### config.mk
export PLATFORM = sky130hd
export DESIGN_NAME = voice_envelope_mixer
export DESIGN_NICKNAME = d
export VERILOG_FILES = /design/src/rtl/voice_env_pkg.sv /design/src/rtl/voice_envelope_mixer_env.sv /design/src/rtl/voice_envelope_mixer.sv
export SDC_FILE = /design/constraint.sdc
export NUM_CORES = 1
export LEC_CHECK = 0
export CORE_ASPECT_RATIO = 1.1
export CORE_MARGIN = 4
export CORE_UTILIZATION = 63
export DETAILED_ROUTE_END_ITERATION = 10
export MAX_ROUTING_LAYER = met4
export PLACE_DENSITY = 0.92
export SLEW_MARGIN = 20
export SYNTH_ARGS = -nofsm -noshare
export SYNTH_HDL_FRONTEND = slang
export SYNTH_HIERARCHICAL = 1
export SYNTH_SLANG_ARGS = --single-unit
### constraint.sdc
create_clock -name clk -period 6.7 [get_ports clk]
set_input_delay 1.34 -clock clk [delete_from_list [all_inputs] [get_ports clk]]
set_output_delay 1.34 -clock clk [all_outputs]
set_load 0.005 [all_outputs]
### src/rtl/voice_env_pkg.sv
// Shared types and constants for the four-voice envelope mixer.
// The scaling helper maps a 7-bit sample and an 8-bit envelope to a 0..127 level.
package voice_env_pkg;

    typedef enum logic [2:0] {
        IDLE,
        ATTACK,
        DECAY,
        SUSTAIN,
        RELEASE
    } env_state_t;

    localparam int unsigned NUM_VOICES = 4;
    localparam logic [6:0]  SAMPLE_MID = 7'd64;
    localparam logic [7:0]  ENV_MAX    = 8'd255;
    localparam logic [8:0]  MIX_RESET  = 9'd256;

    function automatic logic signed [16:0] env_product(input logic [6:0] sample,
                                                       input logic [7:0] env);
        logic signed [16:0] d17;
        logic signed [16:0] e17;
        d17 = 17'($signed({1'b0, sample} - {1'b0, SAMPLE_MID}));
        e17 = $signed({9'b0, env});
        return d17 * e17;
    endfunction

    // floor(p/256) lies in -64..62, so a 7-bit wraparound add re-centres it exactly.
    function automatic logic [6:0] env_scale(input logic signed [16:0] p);
        return 7'(p >>> 8) + SAMPLE_MID;
    endfunction

endpackage

### src/rtl/voice_envelope_mixer_env.sv
// One voice's ADSR state machine and envelope register.
// Gate edges take priority over the envelope step of a coincident tick.
module env_adsr
    import voice_env_pkg::*;
#(
    parameter int unsigned ATTACK_STEP  = 16,
    parameter int unsigned DECAY_STEP   = 2,
    parameter int unsigned SUSTAIN_LVL  = 160,
    parameter int unsigned RELEASE_STEP = 4
) (
    input  logic       clk,
    input  logic       rst_n,
    input  logic       tick,
    input  logic       gate,
    output logic [7:0] env
);

    localparam logic [8:0] ATK9    = 9'(ATTACK_STEP);
    localparam logic [7:0] DEC8    = 8'(DECAY_STEP);
    localparam logic [7:0] SUS8    = 8'(SUSTAIN_LVL);
    localparam logic [8:0] DEC_LIM = 9'(SUSTAIN_LVL + DECAY_STEP);
    localparam logic [7:0] REL8    = 8'(RELEASE_STEP);

    env_state_t r_state;
    logic [7:0] r_env;
    logic       r_gate_d;
    logic       w_rise;
    logic       w_fall;
    logic [8:0] w_atk_sum;

    assign w_rise    = gate & ~r_gate_d;
    assign w_fall    = ~gate & r_gate_d;
    assign w_atk_sum = {1'b0, r_env} + ATK9;
    assign env       = r_env;

    always_ff @(posedge clk or negedge rst_n) begin
        if (!rst_n) begin
            r_state  <= IDLE;
            r_env    <= '0;
            r_gate_d <= 1'b0;
        end else begin
            r_gate_d <= gate;
            if (w_rise) begin
                r_state <= ATTACK;
            end else if (w_fall && (r_state != IDLE)) begin
                r_state <= RELEASE;
            end else begin
                case (r_state)
                    IDLE: r_env <= '0;
                    ATTACK: if (tick) begin
                        if (w_atk_sum >= {1'b0, ENV_MAX}) begin
                            r_env   <= ENV_MAX;
                            r_state <= DECAY;
                        end else begin
                            r_env <= w_atk_sum[7:0];
                        end
                    end
                    DECAY: if (tick) begin
                        if ({1'b0, r_env} <= DEC_LIM) begin
                            r_env   <= SUS8;
                            r_state <= SUSTAIN;
                        end else begin
                            r_env <= r_env - DEC8;
                        end
                    end
                    SUSTAIN: r_env <= SUS8;
                    RELEASE: if (tick) begin
                        if (r_env <= REL8) begin
                            r_env   <= '0;
                            r_state <= IDLE;
                        end else begin
                            r_env <= r_env - REL8;
                        end
                    end
                    default: r_state <= IDLE;
                endcase
            end
        end
    end

endmodule

### src/rtl/voice_envelope_mixer.sv
// Four-voice ADSR envelope and mixer: shared tick prescaler, one time-multiplexed
// multiplier, and a 9-bit accumulator producing one mix per 4-clock frame.
module voice_envelope_mixer
    import voice_env_pkg::*;
#(
    parameter int unsigned TICK_DIV     = 4096,
    parameter int unsigned ATTACK_STEP  = 16,
    parameter int unsigned DECAY_STEP   = 2,
    parameter int unsigned SUSTAIN_LVL  = 160,
    parameter int unsigned RELEASE_STEP = 4
) (
    input  logic        clk,
    input  logic        rst_n,
    input  logic [27:0] sample_in,
    input  logic [3:0]  gate,
    output logic [8:0]  mix_out,
    output logic        mix_valid
);

    localparam int unsigned   PW         = (TICK_DIV > 1) ? $clog2(TICK_DIV) : 1;
    localparam logic [PW-1:0] PRESC_LAST = PW'(TICK_DIV - 1);

    logic [PW-1:0]      r_presc;
    logic               w_tick;
    logic [7:0]         w_env [NUM_VOICES];

    logic [1:0]         r_slot;
    logic [1:0]         w_sel;
    logic [6:0]         r_snap_smp [NUM_VOICES];
    logic [7:0]         r_snap_env [NUM_VOICES];
    logic               r_snap_vld;
    logic signed [16:0] r_prod;
    logic [1:0]         r_prod_idx;
    logic               r_prod_vld;
    logic [8:0]         r_acc;
    logic               r_acc_done;

    assign w_tick = (r_presc == PRESC_LAST);

    always_ff @(posedge clk or negedge rst_n) begin
        if (!rst_n) begin
            r_presc <= '0;
        end else if (w_tick) begin
            r_presc <= '0;
        end else begin
            r_presc <= r_presc + 1'b1;
        end
    end

    for (genvar k = 0; k < NUM_VOICES; k++) begin : g_voice
        env_adsr #(
            .ATTACK_STEP (ATTACK_STEP),
            .DECAY_STEP  (DECAY_STEP),
            .SUSTAIN_LVL (SUSTAIN_LVL),
            .RELEASE_STEP(RELEASE_STEP)
        ) u_env (
            .clk  (clk),
            .rst_n(rst_n),
            .tick (w_tick),
            .gate (gate[k]),
            .env  (w_env[k])
        );
    end

    // The multiplier lags the slot by one: slot 1..3,0 feed voices 0..3 of the
    // snapshot taken at slot 0, so voice 3 still reads the previous frame's copy.
    assign w_sel = r_slot - 2'd1;

    always_ff @(posedge clk or negedge rst_n) begin
        if (!rst_n) begin
            r_slot     <= '0;
            r_snap_vld <= 1'b0;
            for (int unsigned k = 0; k < NUM_VOICES; k++) begin
                r_snap_smp[k] <= '0;
                r_snap_env[k] <= '0;
            end
            r_prod     <= '0;
            r_prod_idx <= '0;
            r_prod_vld <= 1'b0;
            r_acc      <= '0;
            r_acc_done <= 1'b0;
            mix_out    <= MIX_RESET;
            mix_valid  <= 1'b0;
        end else begin
            r_slot <= r_slot + 2'd1;
            if (r_slot == 2'd0) begin
                for (int unsigned k = 0; k < NUM_VOICES; k++) begin
                    r_snap_smp[k] <= sample_in[7*k +: 7];
                    r_snap_env[k] <= w_env[k];
                end
                r_snap_vld <= 1'b1;
            end

            r_prod     <= env_product(r_snap_smp[w_sel], r_snap_env[w_sel]);
            r_prod_idx <= w_sel;
            r_prod_vld <= r_snap_vld;

            if (r_prod_vld) begin
                r_acc <= ((r_prod_idx == 2'd0) ? 9'd0 : r_acc) + {2'b00, env_scale(r_prod)};
            end
            r_acc_done <= r_prod_vld && (r_prod_idx == 2'd3);

            mix_valid <= r_acc_done;
            if (r_acc_done) begin
                mix_out <= r_acc;
            end
        end
    end

endmodule

Yosys cells after proc, flatten, opt, wreduce, memory -nomap -nowiden
Cells that the tools add are included.
Widths: inputs -> output; s select.
{"block": "word_totals", "ff_bits": 161, "inputBits": 34, "out_inout_bits": 10, "word_cells": 248}
{"block": "classes", "add_sub_neg": 18, "multipliers": 1, "magnitude_cmp": 13, "eq_ne": 58, "muxes": 72, "n_bitwise": 25, "n_reduce_logical": 31}
{"operator": "$mux 8", "count": 26}
{"operator": "$pmux 8 s5", "count": 4}
{"operator": "$mux 3", "count": 32}
{"operator": "$ne 4x1->1 const B", "count": 15}
{"operator": "$pmux 3 s4", "count": 4}
{"operator": "$add 8x5->9 const B", "count": 4}
{"operator": "$ge 9x8->1 const B", "count": 4}
{"operator": "$ne 4x2->1 const B", "count": 9}
{"operator": "$le 8x3->1 const B", "count": 4}
{"operator": "$le 8x8->1 const B", "count": 4}
{"operator": "$sub 8x2->8 const B", "count": 4}
{"operator": "$sub 8x3->8 const B", "count": 4}
{"operator": "$reduce_and 7->1", "count": 4}
{"operator": "$eq 3x2->1 const B", "count": 8}
{"operator": "$reduce_and 6->1", "count": 4}
{"operator": "$reduce_bool 5->1", "count": 4}
{"operator": "$ne 2x2->1 const B", "count": 9}
{"operator": "$bmux 8 s2", "count": 1}
{"operator": "$not 1->1", "count": 16}
{"operator": "$mul 8x9->15", "count": 1}
{"operator": "$bmux 7 s2", "count": 1}
{"operator": "$mux 7", "count": 2}
{"operator": "$add 12x1->12 const B", "count": 1}
{"operator": "$eq 12x12->1 const B", "count": 1}
{"operator": "other kinds (20)", "count": 52}

Longest topological paths before layout
{"block": "depth", "depth_word": 7, "ltp_mapped": 22, "mapped_depth_nobuf": 18}

Hierarchy
Netlist, hierarchy kept.
{"module": "voice_envelope_mixer", "instances": 1, "cells_each": 527, "area_per_inst_um2": 6408.6, "seq_area_each_um2": 2603.7}
{"module": "env_adsr", "instances": 4, "cells_each": 145, "area_per_inst_um2": 1249.9, "seq_area_each_um2": 300.3}

Least setup slack after synthesis
No wires, ideal clock.
{"block": "synth_timing", "kind": "register -> register", "startpoint": "register, netlist name r_prod_idx[0]", "endpoint": "register r_prod[14]", "setup_ns": 0.125, "arrival_ns": 5.735, "required_ns": 6.575, "path_slack_ns": 0.840, "stages_incl_launch_ff": 20, "n_path_buf": 4, "synth_period_minus_slack_ns": 5.860, "cell_sequence": "dfrtp_1 buf_4 buf_6 inv_1 ha_1 clkbuf_1 mux4_2 clkbuf_1 or2_2 fa_1 fa_1 inv_1 fa_1 fa_1 ha_1 a21oi_1 nor2b_1 or4_4 a221o_1 xnor2_1"}
{"item": "to (signal assigned)", "line_no": "voice_envelope_mixer.sv:94", "text": "r_prod <= env_product(r_snap_smp[w_sel], r_snap_env[w_sel]);"}
{"item": "to (decl)", "line_no": "voice_envelope_mixer.sv:32", "text": "logic signed [16:0] r_prod;"}

Worst setup path in the final report
{"block": "layout_timing", "startpoint": "register r_slot[1]", "endpoint": "register r_prod[14]"}
{"block": "layout_between", "elab_chain_cells": 7, "elab_cells_between_ends": 10, "cone_classes": "add/sub: 2; mul: 1; mux: 6; bitwise: 1"}
{"item": "from (decl)", "line_no": "voice_envelope_mixer.sv:27", "text": "logic [1:0] r_slot;"}
{"item": "from (signal assigned)", "line_no": "voice_envelope_mixer.sv:85", "text": "r_slot <= r_slot + 2'd1;"}
{"item": "$sub 2x1->2 (*)", "line_no": "voice_envelope_mixer.sv:67", "text": "assign w_sel = r_slot - 2'd1;"}
{"item": "$not 2->3 (implied by the code) (*)", "line_no": "voice_envelope_mixer.sv:94"}
{"item": "$bmux 7 s2", "line_no": "voice_envelope_mixer.sv:94"}
{"item": "$mux 7 (implied by the code) (2 in a row)", "line_no": "voice_envelope_mixer.sv:94"}
{"item": "$sub 7x7->8", "line_no": "voice_env_pkg.sv:22", "text": "d17 = 17'($signed({1'b0, sample} - {1'b0, SAMPLE_MID}));"}
{"item": "$mul 8x9->15 (*)", "line_no": "voice_env_pkg.sv:24", "text": "return d17 * e17;"}
Every way passes the cells marked *; elsewhere a longest branch is shown, timed or not. The select of a mux whose other input is x is not followed.
A chain may end at the register's enable or synchronous reset.

==> summary.md <==
| Metric | Value |
|---|---|
| Worst Setup Path Type | register to register |
| Root cell of the clock tree | clkbuf_16 |
| Hold Path Class | register to register |
| Post-CTS Setup Bufs | 0 |
| Register bit count reported by yosys | 152 |
| Slew HR | 0.354 |
| RSZ-0062 raised after global routing | no |
| DIE HEIGHT | roughly 150 um |
| Cts hold-fix bufs | 0 |
| Layout Utilization | 0.714 |
| Net count, final | about 1300 |
| Layout cells sized above 1 | 0.141 |
| Gr ovfl total | 0 |
| Commonest cells post-synth | dfrtp_1, inv_1, ha_1 |
| Final ANT Viol Nets | 0 |
| PwrDens | 248 mW/mm^2 |
| RR Endpoint | r_prod[14] |
| HP Start | r_snap_vld |
| Final hold vios | 0 |
| Final Wtd Congestion | between 0.9 and 1 |
| DRT Pass-1 Iters | 6 |
| Avg Cell Area, Syn | 10.3 um^2 |
| Fin crit share | 0.854 |
| Row count | 51 |
| First-pass GRT wire length | 46500 um |
| Vias per inst | ~6.6 |
| Worst skew pair latency | 0.44 ns |
| Reg-to-reg setup timing slack | ~1 ns |
| Number of buffers on the longest clock path | 2 |
| DP Area | approximately 0.012 mm^2 |
| Die ar. | a little over 0.02 mm^2 |
| Synth Area in Simple Gates | 0.171 |
| Top FF cell, synth | dfrtp_1 |
| Area Growth Syn to Fin | 11.0% |
| Endpoint class of the critical path | register |
| Final setup vio count | 0 |
| Final setup TNS | 0 ns |
| Die W | 136 um |
| Total CTS buffers | 17 |
| Async SR Flop Fraction | 1.00 |
| Number of H-tree levels | 4 |
| Data required, critical path | between 7 and 8 ns |
| Worst clock skew | 0.00792 ns |
| Hold-critical path depth | 0 |
| Initial antenna violation count | 0 |
| Core area | around 0.018 mm^2 |
| YS warnings | 6 |
| Final WL | 28600 um |
| CTS resizes | 0 |
| Startpoint types | register |
| Post-Synth XOR/XNOR Area | 0.0253 |
| Run status | finished clean |
| Arrival time at the worst endpoint | 6.05 ns |
| Synth unique cells | 67 |
| Largest area contributor in the netlist | dfrtp_1 |
| Post-Syn Nets | ~1300 |
| Worst vdd ir | 0.000185 V |
| Fin area | 0.0127 mm^2 |
| CTS tree | yes |
| Worst-Margin Slew | 0.969 ns |
| Peak Freq | 0.175 GHz |
| Max Cap Viol | 0 |
| Via Count | 9127 |
| GRT Total Usage | 0.297 |
| Proportion of synthesized area in mux cells | 0.112 |
| Period minus WS final | ~5.7 ns |
| Post-Synth Adder-Cell Area | 0.159 |
| Top post-synthesis cells by area | dfrtp_1, ha_1, mux2_2, fa_1, inv_1 |
| Antenna cell count | 0 |
| Largest family of logic cells by synthesized area | simple AND/OR/NAND/NOR gates |
| Post-DP HPWL | 19400 um |
| Clock Pin Slew Worst Setup and Hold Paths | 0.07 ns |
| Hold path endpoint | r_prod_vld |
| DR DRC count | 0 |
| Pin count of the biggest net entering global routing | 98 |
| Register area share after synthesis | 0.334 |
| Per-cell routed wire length | 20.6 um |
| Initial DRC Count | 795 |
| Mapped Cells | about 1100 |
| Synth Cell Area | 0.0114 mm^2 |
| Most frequent cell after synthesis | dfrtp_1 |
| Max-slew violation count | 0 |
| Top-Level Pins | 44 |
| Yosys top cell area share | 0.331 |
| Initial Utilization | 0.643 |
| Worst R2R Path Depth | 15 |
| Synth Area in Compound Gates | 0.151 |
| Total power | 3140 uW |
| # clock sinks | 152 |
| Post-synth EDFFs | 0 |
| Max Fanout on Critical Path | 17 |
| Leak | 0.00574 uW |
| Vias in the first global route | just over 9000 |
| Port Buffers | 43 |
| FF-to-FF Start | r_slot[1] |
==> critical path, cell delays in order, from the launching register on <==
cell,delay [ns]
dfrtp_1,0.38
inv_1,0.06
ha_2,0.58
mux4_2,0.54
or2_2,0.37
fa_1,0.51
fa_1,0.54
inv_1,0.05
fa_1,0.50
fa_1,0.50
ha_1,0.35
a21oi_1,0.15
nor2b_1,0.08
or4_4,0.54
a221o_1,0.32
xnor2_1,0.13
==> how the worst max path moves through the flow <==
| stage | start | endpoint | slack [ns] |
|---|---|---|---|
| 2_1_floorplan | r_prod_idx[0] | r_prod[14] | 0.84 |
| 3_3_place_gp | r_prod_idx[0] | r_prod[14] | 1.18 |
| 3_5_place_dp | r_prod_idx[0] | r_prod[14] | 1.04 |
| 4_1_cts | r_slot[1] | r_prod[14] | 0.99 |
| 5_1_grt | r_prod_idx[0] | r_prod[14] | 0.81 |
| 6_report | r_slot[1] | r_prod[14] | 0.98 |
==> registers in the layout (all words and copies together), names as in the netlist, 7 cells and up <==
register	flops
r_prod	7
r_snap_env	32
r_snap_smp	28
g_voice.u_env/env	32
g_voice.u_env/r_state	12
mix_out	9
r_presc	12
r_acc	9
==> through the flow <==
stage	instances	hold WS, ns	worst slack [ns]
6_report	1388	0.414	0.976
5_1_grt	1388	0.428	0.813
4_1_cts	1388	0.417	0.992
3_5_place_dp	1356	0.360	1.04
3_3_place_gp	1356	0.358	1.18
2_1_floorplan	1107	0.346	0.840
==> logic make-up (layout without fill, tap and decap cells) <==
group,Yosys count,count (layout)
adder cells (fa/ha/maj),123,123
AO/OA/AOI/OAI,234,234
XOR/XNOR,33,33
flip-flops,152,152
multiplexers,99,99
buffers and inverters,139,182
AND/OR/NAND/NOR,327,327
==> placed cells by master, fill, tap and decap left out, drive strengths merged, types with 6 or more instances in the layout <==
cell,instances
a21o,10
a21oi,24
a221o,13
a22o,8
a22oi,8
a311oi,8
a31o,12
a32oi,8
and2,51
and3,23
buf,9
clkbuf,18
clkdlybuf4s50,42
dfrtp,151
fa,36
ha,87
inv,104
mux2,76
mux2i,8
mux4,15
nand2,39
nand2b,23
nand3,16
nand4,13
nor2,59
nor2b,28
nor3,24
nor3b,14
o2111ai,18
o211ai,18
o21ai,51
o2bb2ai,8
o31ai,10
or3b,8
or4,6
xnor2,22
xor2,11
==> power by group <==
group,switching (uW),internal [uW],total (uW)
Sequential,104,1030,1130
Clock,440,647,1090
Combinational,496,432,927
Total,1040,2100,3140
==> layout make-up <==
| type | count | area (um^2) |
|---|---|---|
| clock buffers | 18 | 439 |
| clock inverters | 14 | 209 |
| fillers | 1166 | 5070 |
| inverters | 99 | 372 |
| multi-input cells | 816 | 7050 |
| flip-flops and latches | 152 | 3800 |
| well taps | 238 | 298 |
| repair buffers | 51 | 492 |
==> layer usage <==
layer  GRT usage  vias up  share of wire
met5           -        -              0
met4       0.124        0          0.034
met3      0.0520      103          0.057
met2       0.494      382           0.51
met1       0.357     4545           0.39
li1            -     4097              -
Note: power is estimated with default switching activity, not from simulation.
